`config.mk`:
```
export PLATFORM = sky130hd
export DESIGN_NAME = pwm_multi
export DESIGN_NICKNAME = d
export VERILOG_FILES = /design/src/rtl/pwm_pkg.sv /design/src/rtl/pwm_channel.sv /design/src/rtl/pwm_multi.sv
export SDC_FILE = /design/constraint.sdc
export NUM_CORES = 1
export LEC_CHECK = 0
export BUFFER_PORTS_ARGS = -buffer_cell sky130_fd_sc_hd__buf_4
export CAP_MARGIN = 20
export CORE_MARGIN = 10
export CORE_UTILIZATION = 60
export DETAILED_ROUTE_END_ITERATION = 10
export PLACE_DENSITY = 0.78
export SLEW_MARGIN = 20
export SYNTH_ARGS = -nofsm -noshare
export SYNTH_HDL_FRONTEND = slang
export SYNTH_HIERARCHICAL = 1
export SYNTH_SLANG_ARGS = --single-unit
```
`constraint.sdc`:
```
create_clock -name clk -period 2.9 [get_ports clk]
set_clock_uncertainty 0.05 [all_clocks]
set_input_delay 0.29 -clock clk [delete_from_list [all_inputs] [get_ports clk]]
set_output_delay 0.29 -clock clk [all_outputs]
set_load 0.01 [all_outputs]
```
`src/rtl/pwm_pkg.sv`:
```
// Shared types and helpers for the multi-channel PWM generator.
// Latency: n/a (types and constant functions only).
// Backpressure: n/a.
package pwm_pkg;

   // Alignment of the PWM period: sawtooth (edge) or triangle (center).
   typedef enum logic {
      PWM_EDGE   = 1'b0,
      PWM_CENTER = 1'b1
   } pwm_mode_t;

   // Full-scale duty value for a given counter width: 2^width - 1.
   function automatic int unsigned pwm_max(input int unsigned width);
      return (32'd1 << width) - 32'd1;
   endfunction

endpackage

```
`src/rtl/pwm_channel.sv`:
```
// One PWM output: shadow duty, period-stable active duty, compare and output flop.
// Latency: dout follows the shared counter by one cycle; shadow writes reach dout at the next load.
// Backpressure: none, a write strobe is taken on every edge it is asserted.
//
// Ports:
//   clk, rst      clock and asynchronous active-low reset
//   wr_en_i       load wr_data_i into the shadow register
//   wr_data_i     new duty value
//   load_i        copy shadow into active (period boundary or while disabled)
//   en_i          run enable; output forced low when clear
//   cnt_i         shared period counter
//   dout_o        registered PWM output
module pwm_channel #(
   parameter int WIDTH = 8
) (
   input  logic             clk,
   input  logic             rst,
   input  logic             wr_en_i,
   input  logic [WIDTH-1:0] wr_data_i,
   input  logic             load_i,
   input  logic             en_i,
   input  logic [WIDTH-1:0] cnt_i,
   output logic             dout_o
);

   logic [WIDTH-1:0] shadow_q;
   logic [WIDTH-1:0] active_q;
   logic             dout_q;
   logic             dout_d;

   // The compare uses the active value held during this cycle; a load on the
   // same edge only affects the following counter values.
   assign dout_d = en_i && (cnt_i < active_q);

   always_ff @(posedge clk or negedge rst) begin
      if (!rst) begin
         shadow_q <= '0;
         active_q <= '0;
         dout_q   <= 1'b0;
      end else begin
         if (wr_en_i) begin
            shadow_q <= wr_data_i;
         end
         // Active takes the pre-write shadow, so a write coincident with a
         // load is deferred to the next load.
         if (load_i) begin
            active_q <= shadow_q;
         end
         dout_q <= dout_d;
      end
   end

   assign dout_o = dout_q;

endmodule

```
`src/rtl/pwm_multi.sv`:
```
// Multi-channel PWM: one shared edge/center-aligned counter feeding CHANNELS compare outputs.
// Latency: dout/period_start lag the counter by one cycle; a duty write shows within one period + 1.
// Backpressure: none, duty writes are accepted every cycle; out-of-range channels are dropped.
//
// Ports:
//   clk, rst      clock and asynchronous active-low reset
//   en            run enable; when low the counter parks at 0/up and outputs are low
//   mode          0 edge-aligned, 1 center-aligned; taken only at a period boundary
//   duty_wr       shadow duty write strobe
//   duty_ch       channel addressed by the write
//   duty_data     duty value to write
//   dout          registered PWM outputs, one per channel
//   period_start  registered one-cycle pulse per period
module pwm_multi
   import pwm_pkg::*;
#(
   parameter int WIDTH    = 8,
   parameter int CHANNELS = 4,
   localparam int CHW     = (CHANNELS > 1) ? $clog2(CHANNELS) : 1
) (
   input  logic                clk,
   input  logic                rst,
   input  logic                en,
   input  logic                mode,
   input  logic                duty_wr,
   input  logic [CHW-1:0]      duty_ch,
   input  logic [WIDTH-1:0]    duty_data,
   output logic [CHANNELS-1:0] dout,
   output logic                period_start
);

   // Last counter value before a wrap (edge) or a turn (center): M - 1.
   localparam logic [WIDTH-1:0] CNT_LAST = WIDTH'(pwm_max(WIDTH) - 32'd1);
   localparam logic [WIDTH-1:0] CNT_ONE  = WIDTH'(1);

   localparam logic DIR_UP   = 1'b0;
   localparam logic DIR_DOWN = 1'b1;

   logic [WIDTH-1:0] cnt_q, cnt_d;
   logic             dir_q, dir_d;
   pwm_mode_t        mode_q, mode_d;
   logic             ps_q;
   logic             boundary;
   logic             load;
   pwm_mode_t        mode_eff;

   assign boundary = en && (cnt_q == '0) && (dir_q == DIR_UP);

   // While disabled the active registers follow the shadows every cycle, so
   // re-enabling starts a clean period with the latest values.
   assign load     = boundary || !en;
   assign mode_d   = load ? pwm_mode_t'(mode) : mode_q;

   // The step taken out of a boundary cycle already belongs to the new period.
   assign mode_eff = mode_d;

   always_comb begin
      cnt_d = cnt_q;
      dir_d = dir_q;
      if (!en) begin
         cnt_d = '0;
         dir_d = DIR_UP;
      end else if (mode_eff == PWM_EDGE) begin
         dir_d = DIR_UP;
         cnt_d = (cnt_q == CNT_LAST) ? '0 : cnt_q + CNT_ONE;
      end else if (dir_q == DIR_UP) begin
         // Top value is held for one extra cycle while turning round.
         if (cnt_q == CNT_LAST) begin
            dir_d = DIR_DOWN;
         end else begin
            cnt_d = cnt_q + CNT_ONE;
         end
      end else begin
         // Zero is likewise held once on the way down; the up-side 0 is the boundary.
         if (cnt_q == '0) begin
            dir_d = DIR_UP;
         end else begin
            cnt_d = cnt_q - CNT_ONE;
         end
      end
   end

   always_ff @(posedge clk or negedge rst) begin
      if (!rst) begin
         cnt_q  <= '0;
         dir_q  <= DIR_UP;
         mode_q <= PWM_EDGE;
         ps_q   <= 1'b0;
      end else begin
         cnt_q  <= cnt_d;
         dir_q  <= dir_d;
         mode_q <= mode_d;
         ps_q   <= boundary;
      end
   end

   assign period_start = ps_q;

   for (genvar i = 0; i < CHANNELS; i++) begin : g_ch
      logic wr_en;

      // Codes at or above CHANNELS match no instance, so those writes vanish.
      assign wr_en = duty_wr && (duty_ch == CHW'(i));

      pwm_channel #(
         .WIDTH (WIDTH)
      ) u_ch (
         .clk       (clk),
         .rst       (rst),
         .wr_en_i   (wr_en),
         .wr_data_i (duty_data),
         .load_i    (load),
         .en_i      (en),
         .cnt_i     (cnt_q),
         .dout_o    (dout[i])
      );
   end

endmodule
```
# Word level (Yosys, flattened, before mapping)
# Cells that the tools add are included.
# word_totals
ff_bits	79
input_bits	15
out_inout_bits	5
word_cells	56
# op_classes
add_sub_neg	2
order_cmp	4
eq_ne	6
muxes	12
bitwise	1
n_reduce_logical	15
# op_table
operator	n
two-way mux 8 bit	6
less-than comparator 8 bit	4
logical AND 1 bit	10
adder 8 x 1 -> 8 bit, second input constant	1
equality test 8 bit, second input constant	1
logical NOT 8 bit	1
!= test 4 bit, second input constant	2
subtractor 8 x 1 -> 8 bit, second input constant	1
two-way mux 1 bit	6
equality test 2 bit, second input constant	2
equality test 2 x 1 -> 1 bit, second input constant	1
logical NOT 2 bit	1
AND reduction 2 bit	1
logical NOT 1 bit	1
logical OR 1 bit	1
NOT 1 bit	1

# Depth between registers and ports, before layout
# depth
ltp_word	7
mapped_depth	7

# Cells and area by module
# The synthesis kept the hierarchy.
# by_module_without_submodules
module	instances	cells_per_inst	area_per_inst_um2	seq_area_each_um2
pwm_channel	4	68	790.8	425.4
pwm_multi	1	99	948.4	275.3

# Worst setup path after synthesis
# OpenSTA, ideal clock, no wires.
# synth_timing
kind	flip-flop to flip-flop
startpoint	register cnt_q[0]
endpoint	register cnt_q[7]
setup_ps	122
t_arrival_ps	2364
slack_ps	364
path_stages_with_launch	8
path_buffers	0
period_less_slack_ps	2536
path_cell_list	dfrtp_1 -> inv_1 -> ha_1 -> or4b_4 -> o21ai_2 -> mux2_4 -> o21ai_1 -> a21oi_2
# synth_between
elab_chain_cells	7
word_cells_on_any_way	17
# synth_lines
item	line_no	source
start: declaration	pwm_multi.sv:39	logic [WIDTH-1:0] cnt_q, cnt_d;
start signal: assignment	pwm_multi.sv:90	cnt_q <= cnt_d;
logical NOT 8 bit *	pwm_multi.sv:47	assign boundary = en && (cnt_q == '0) && (dir_q == DIR_UP);
logical AND 1 bit * (2 in a row)	pwm_multi.sv:47	
logical OR 1 bit *	pwm_multi.sv:51	assign load = boundary || !en;
named net load	pwm_multi.sv:44	logic load;
two-way mux 1 bit *	pwm_multi.sv:52	assign mode_d = load ? pwm_mode_t'(mode) : mode_q;
named net mode_d	pwm_multi.sv:41	pwm_mode_t mode_q, mode_d;
!= test 4 bit (no source line) / two-way mux 8 bit (equally long branches)	-	
AND reduction 2 bit (no source line) / two-way mux 8 bit (equally long branches)	-	
# The timed path passes the listed nets; every way through them passes the cells marked *. The select of a mux whose other input is x is not followed.
# A chain may end at the register's enable or synchronous reset.

# Worst setup path in the final report
# layout_timing
startpoint	register cnt_q[0]
endpoint	register g_ch[1].u_ch.active_q[2]
# layout_between
elab_chain_cells	4
# layout_lines
item	line_no	source
logical NOT 8 bit	pwm_multi.sv:47	
logical AND 1 bit (2 in a row)	pwm_multi.sv:47	
logical OR 1 bit	pwm_multi.sv:51	
named net load	pwm_multi.sv:44	
end signal: assignment	pwm_channel.sv:47	active_q <= shadow_q;
end: declaration	pwm_channel.sv:27	logic [WIDTH-1:0] active_q;
# The timed path passes the listed nets, and every way through them passes these cells.

==> flow_summary.json <==
{
  "outcome": "finished clean",
  "die_height_um": 102.8,
  "starting_density_pct": 61.19,
  "gpl.final_weighted_congestion": 0.8328,
  "rsz0062_at_grt": "false",
  "htree_num_levels": 3,
  "worstMarginPinSlew_ps": 956.5,
  "setup_viol": 0,
  "wl_mm": 8.508,
  "antenna_cells": 0,
  "r2r_slack_ps": 410,
  "multi_input_comb_area_sq_um": 1886,
  "cell_internal_power_dissipation_mw": 2.026,
  "yosys_most_used_dff": "sky130_fd_sc_hd__dfrtp_1",
  "flow.area_growth_from_synthesis_pct": 8.978,
  "numPortBuffers": 19,
  "dr.first_iter.drc_count": 170,
  "cts.sinks": 79,
  "data_required_time_of_the_worst_path_ps": 3050,
  "yosys.area.top_type": "sky130_fd_sc_hd__dfrtp_1",
  "ff2ff_path_depth": 7,
  "finalPower_mw": 2.897,
  "finalWorstPathRequiredPeriod_ps": 2492,
  "post-synth-top-count-cell": "sky130_fd_sc_hd__dfrtp_1",
  "clockRootBuffer": "sky130_fd_sc_hd__clkbuf_8",
  "place_ws_ps": 495.9,
  "final_net_count": 441,
  "die_w_um": 102.8,
  "critical_path.most_common_cell": "sky130_fd_sc_hd__buf_4",
  "postSynthCellCount": 371,
  "yosysSeqAreaShare_pct": 48.08,
  "grt-busiest-layer": "met2",
  "path_buf_inv": 3,
  "globalRouteMet1Util_pct": 22.89,
  "postCtsSetupRepairBufs": 0,
  "global_route_met3_utilization_pct": 3.954,
  "core_area_sq_um": 6719,
  "combPwrFrac_pct": 22.3,
  "asyncSetResetFlopFracSynth_pct": 100.0,
  "crit_fanout": 27,
  "post_cts_hold_buffers": 0,
  "initial_antenna_violation_count": 0,
  "grt_start_max_net_pins": 80,
  "netlist_top_cells_count": "sky130_fd_sc_hd__dfrtp_1, sky130_fd_sc_hd__nand2_1, sky130_fd_sc_hd__o21ai_0, sky130_fd_sc_hd__mux2_2",
  "layout.filler_cells": 523,
  "fin_setup_tns_ps": 0,
  "grt_overflow": 0,
  "hold_path_class": "input pin to async pin",
  "detailed_place_hpwl_mm": 6.139,
  "slew_headroom_pct": 36.23,
  "arrival_ps": 2640,
  "critPathKind": "flop to flop",
  "tritoncts": "yes",
  "global_route_wire_length_before_repair_mm": 14.59,
  "synth_top_area_share_pct": 48.08,
  "max_stage_delay_ps": 510,
  "io_pins": 20,
  "switching_power_mw": 0.8718,
  "groute.layer.met2.usage_pct": 27.92,
  "synth.net_count": 418,
  "netlist-cell-type-count": 47,
  "clk_path_buf_depth": 2,
  "finalHoldViolations": 0,
  "mappedNetlistArea_sq_um": 4111,
  "number_of_maximum_capacitance_constraint_violations": 0,
  "place.detailed.instances": 463,
  "drt_drc_violations_left": 0,
  "vias": 2816,
  "synth-seq-cells": 79,
  "start_kind": "flop",
  "clock_insertion_delay_worst_skew_ps": 350,
  "fmax_mhz": 401.2,
  "drive_gt1_share_pct": 23.37,
  "worst_path_dominant_cell_family": "buffers and inverters",
  "number_of_global_route_vias_before_repair": 2956,
  "timing_max_transition_violations_final": 0,
  "vias_per_cell": 5.891,
  "synth_warnings": 6,
  "synth.avg_cell_area_sq_um": 11.08,
  "synth.top_cells.by_area": "sky130_fd_sc_hd__dfrtp_1, sky130_fd_sc_hd__mux2_2, sky130_fd_sc_hd__ha_1",
  "post_cts.resized_instances": 0,
  "period_share_pct": 85.95,
  "finalWorstSetupSlack_ps": 407.6,
  "cts.clk_slew.worst_paths_ps": 90,
  "critPathCaptureType": "flop",
  "count_of_flip_flops_with_a_built_in_enable_after_synthesis": 0,
  "tritoncts.num_buffers": 9,
  "routed_wire_length_per_instance_um": 17.80,
  "die_area_sq_um": 10560,
  "vdd.ir_drop.worst_mv": 0.4156,
  "power.switching_fraction_pct": 30.09,
  "power.share.sequential_pct": 48.9,
  "critical_path.slowest_cell": "sky130_fd_sc_hd__dfrtp_1",
  "ant_nets": 0,
  "power_leakage_nw": 2.076,
  "worstPathCellList": "inv_1 > ha_1 > or4b_4 > o21ai_4 > buf_4 > buf_4 > o21ai_0",
  "power_per_cell_area_nw_per_um2": 646.7,
  "drt_pre_antenna_iters": 4,
  "clock_power_share_pct": 28.8,
  "seqCellArea_sq_um": 1977,
  "final-instance-count-excl-fill": 478,
  "grt.total_usage_pct": 17.80,
  "critical_path_cell_count": 7,
  "row_count": 30
}
==> power groups by stage <==
stage | Clock (mW) | Sequential [mW] | Combinational, mW
after global routing | 0.910 | 1.44 | 0.730
after floorplan | 0 | 1.41 | 0.455
after detailed placement | 0 | 1.44 | 0.639
final | 0.834 | 1.42 | 0.647
after CTS | 0.851 | 1.42 | 0.647
after global placement | 0 | 1.43 | 0.603
==> sequential cells by signal, indices dropped and copies added (netlist names) <==
| name | cells |
|---|---|
| g_ch.u_ch/active_q | 32 |
| g_ch.u_ch/shadow_q | 32 |
| cnt_q | 8 |
| g_ch.u_ch/dout_o | 4 |
| dir_q | 1 |
| mode_q | 1 |
| period_start | 1 |
==> layout make-up <==
| class | instances | share of cell area [%] |
|---|---|---|
| clock buffer | 10 | 3.072 |
| clock inverter | 5 | 1.452 |
| inverter | 32 | 2.681 |
| multi-input combinational | 246 | 42.08 |
| sequential | 79 | 44.12 |
| tap | 80 | 2.234 |
| timing repair buffer | 26 | 4.356 |
==> cell families after synthesis <==
logic type                 synth area share [%]
buffers and inverters                     6.238
and+or+nand+nor                           11.69
muxes                                     10.83
AOI/OAI and AO/OA                         12.14
DFF                                       48.08
adders and majority gates                 9.738
xor gates and xnor gates                  1.278
==> cells in the final DEF, fill, tap and decap left out, types with 3 or more instances in the layout <==
cell type                  Yosys  final
sky130_fd_sc_hd__a211oi_1      4      4
sky130_fd_sc_hd__a211oi_2      4      4
sky130_fd_sc_hd__a21oi_1       7      7
sky130_fd_sc_hd__buf_4         6     26
sky130_fd_sc_hd__clkbuf_8      0     10
sky130_fd_sc_hd__dfrtp_1      79     79
sky130_fd_sc_hd__ha_1         32     32
sky130_fd_sc_hd__inv_1        32     32
sky130_fd_sc_hd__mux2_2       36     36
sky130_fd_sc_hd__nand2_1      42     42
sky130_fd_sc_hd__nand3_1       4      4
sky130_fd_sc_hd__nand4_1       7      7
sky130_fd_sc_hd__nand4b_1      3      3
sky130_fd_sc_hd__nor2_1       12     12
sky130_fd_sc_hd__nor2b_1       8      8
sky130_fd_sc_hd__nor3b_1       3      3
sky130_fd_sc_hd__o21ai_0      41     41
sky130_fd_sc_hd__o21ai_1       7      7
sky130_fd_sc_hd__o31ai_1       3      3
sky130_fd_sc_hd__xnor2_1       5      5
==> metal layers <==
layer  up-vias  share of wire [%]
met5         -                  0
met4         0                2.0
met3        14                4.5
met2        64                 49
met1      1395                 44
li1       1343                  -
==> path summary, 6_finish.rpt <==
path,from,to
setup / recovery,cnt_q[0]$_DFFE_PN0P_,g_ch[1].u_ch/active_q[2]$_DFFE_PN0P_
hold / removal,rst,period_start$_DFF_PN0_
setup reg to reg,cnt_q[0]$_DFFE_PN0P_,g_ch[1].u_ch/active_q[2]$_DFFE_PN0P_
hold reg to reg,g_ch[2].u_ch/shadow_q[5]$_DFFE_PN0P_,g_ch[2].u_ch/active_q[5]$_DFFE_PN0P_
max in group asynchronous,rst,g_ch[1].u_ch/active_q[2]$_DFFE_PN0P_
min in group clk,duty_data[3],g_ch[1].u_ch/shadow_q[3]$_DFFE_PN0P_
==> per-stage QoR <==
stage	hold slack, ps	utilization, %	cell area, sq um
5_1_grt	103.3	66.69	4481
2_1_floorplan	-55.59	-	4111
4_1_cts	75.96	66.69	4481
3_3_place_gp	407.5	63.67	4278
6_report	30.71	66.69	4481
3_5_place_dp	421.7	63.67	4278
No activity file was read; power rests on OpenSTA's default activity.
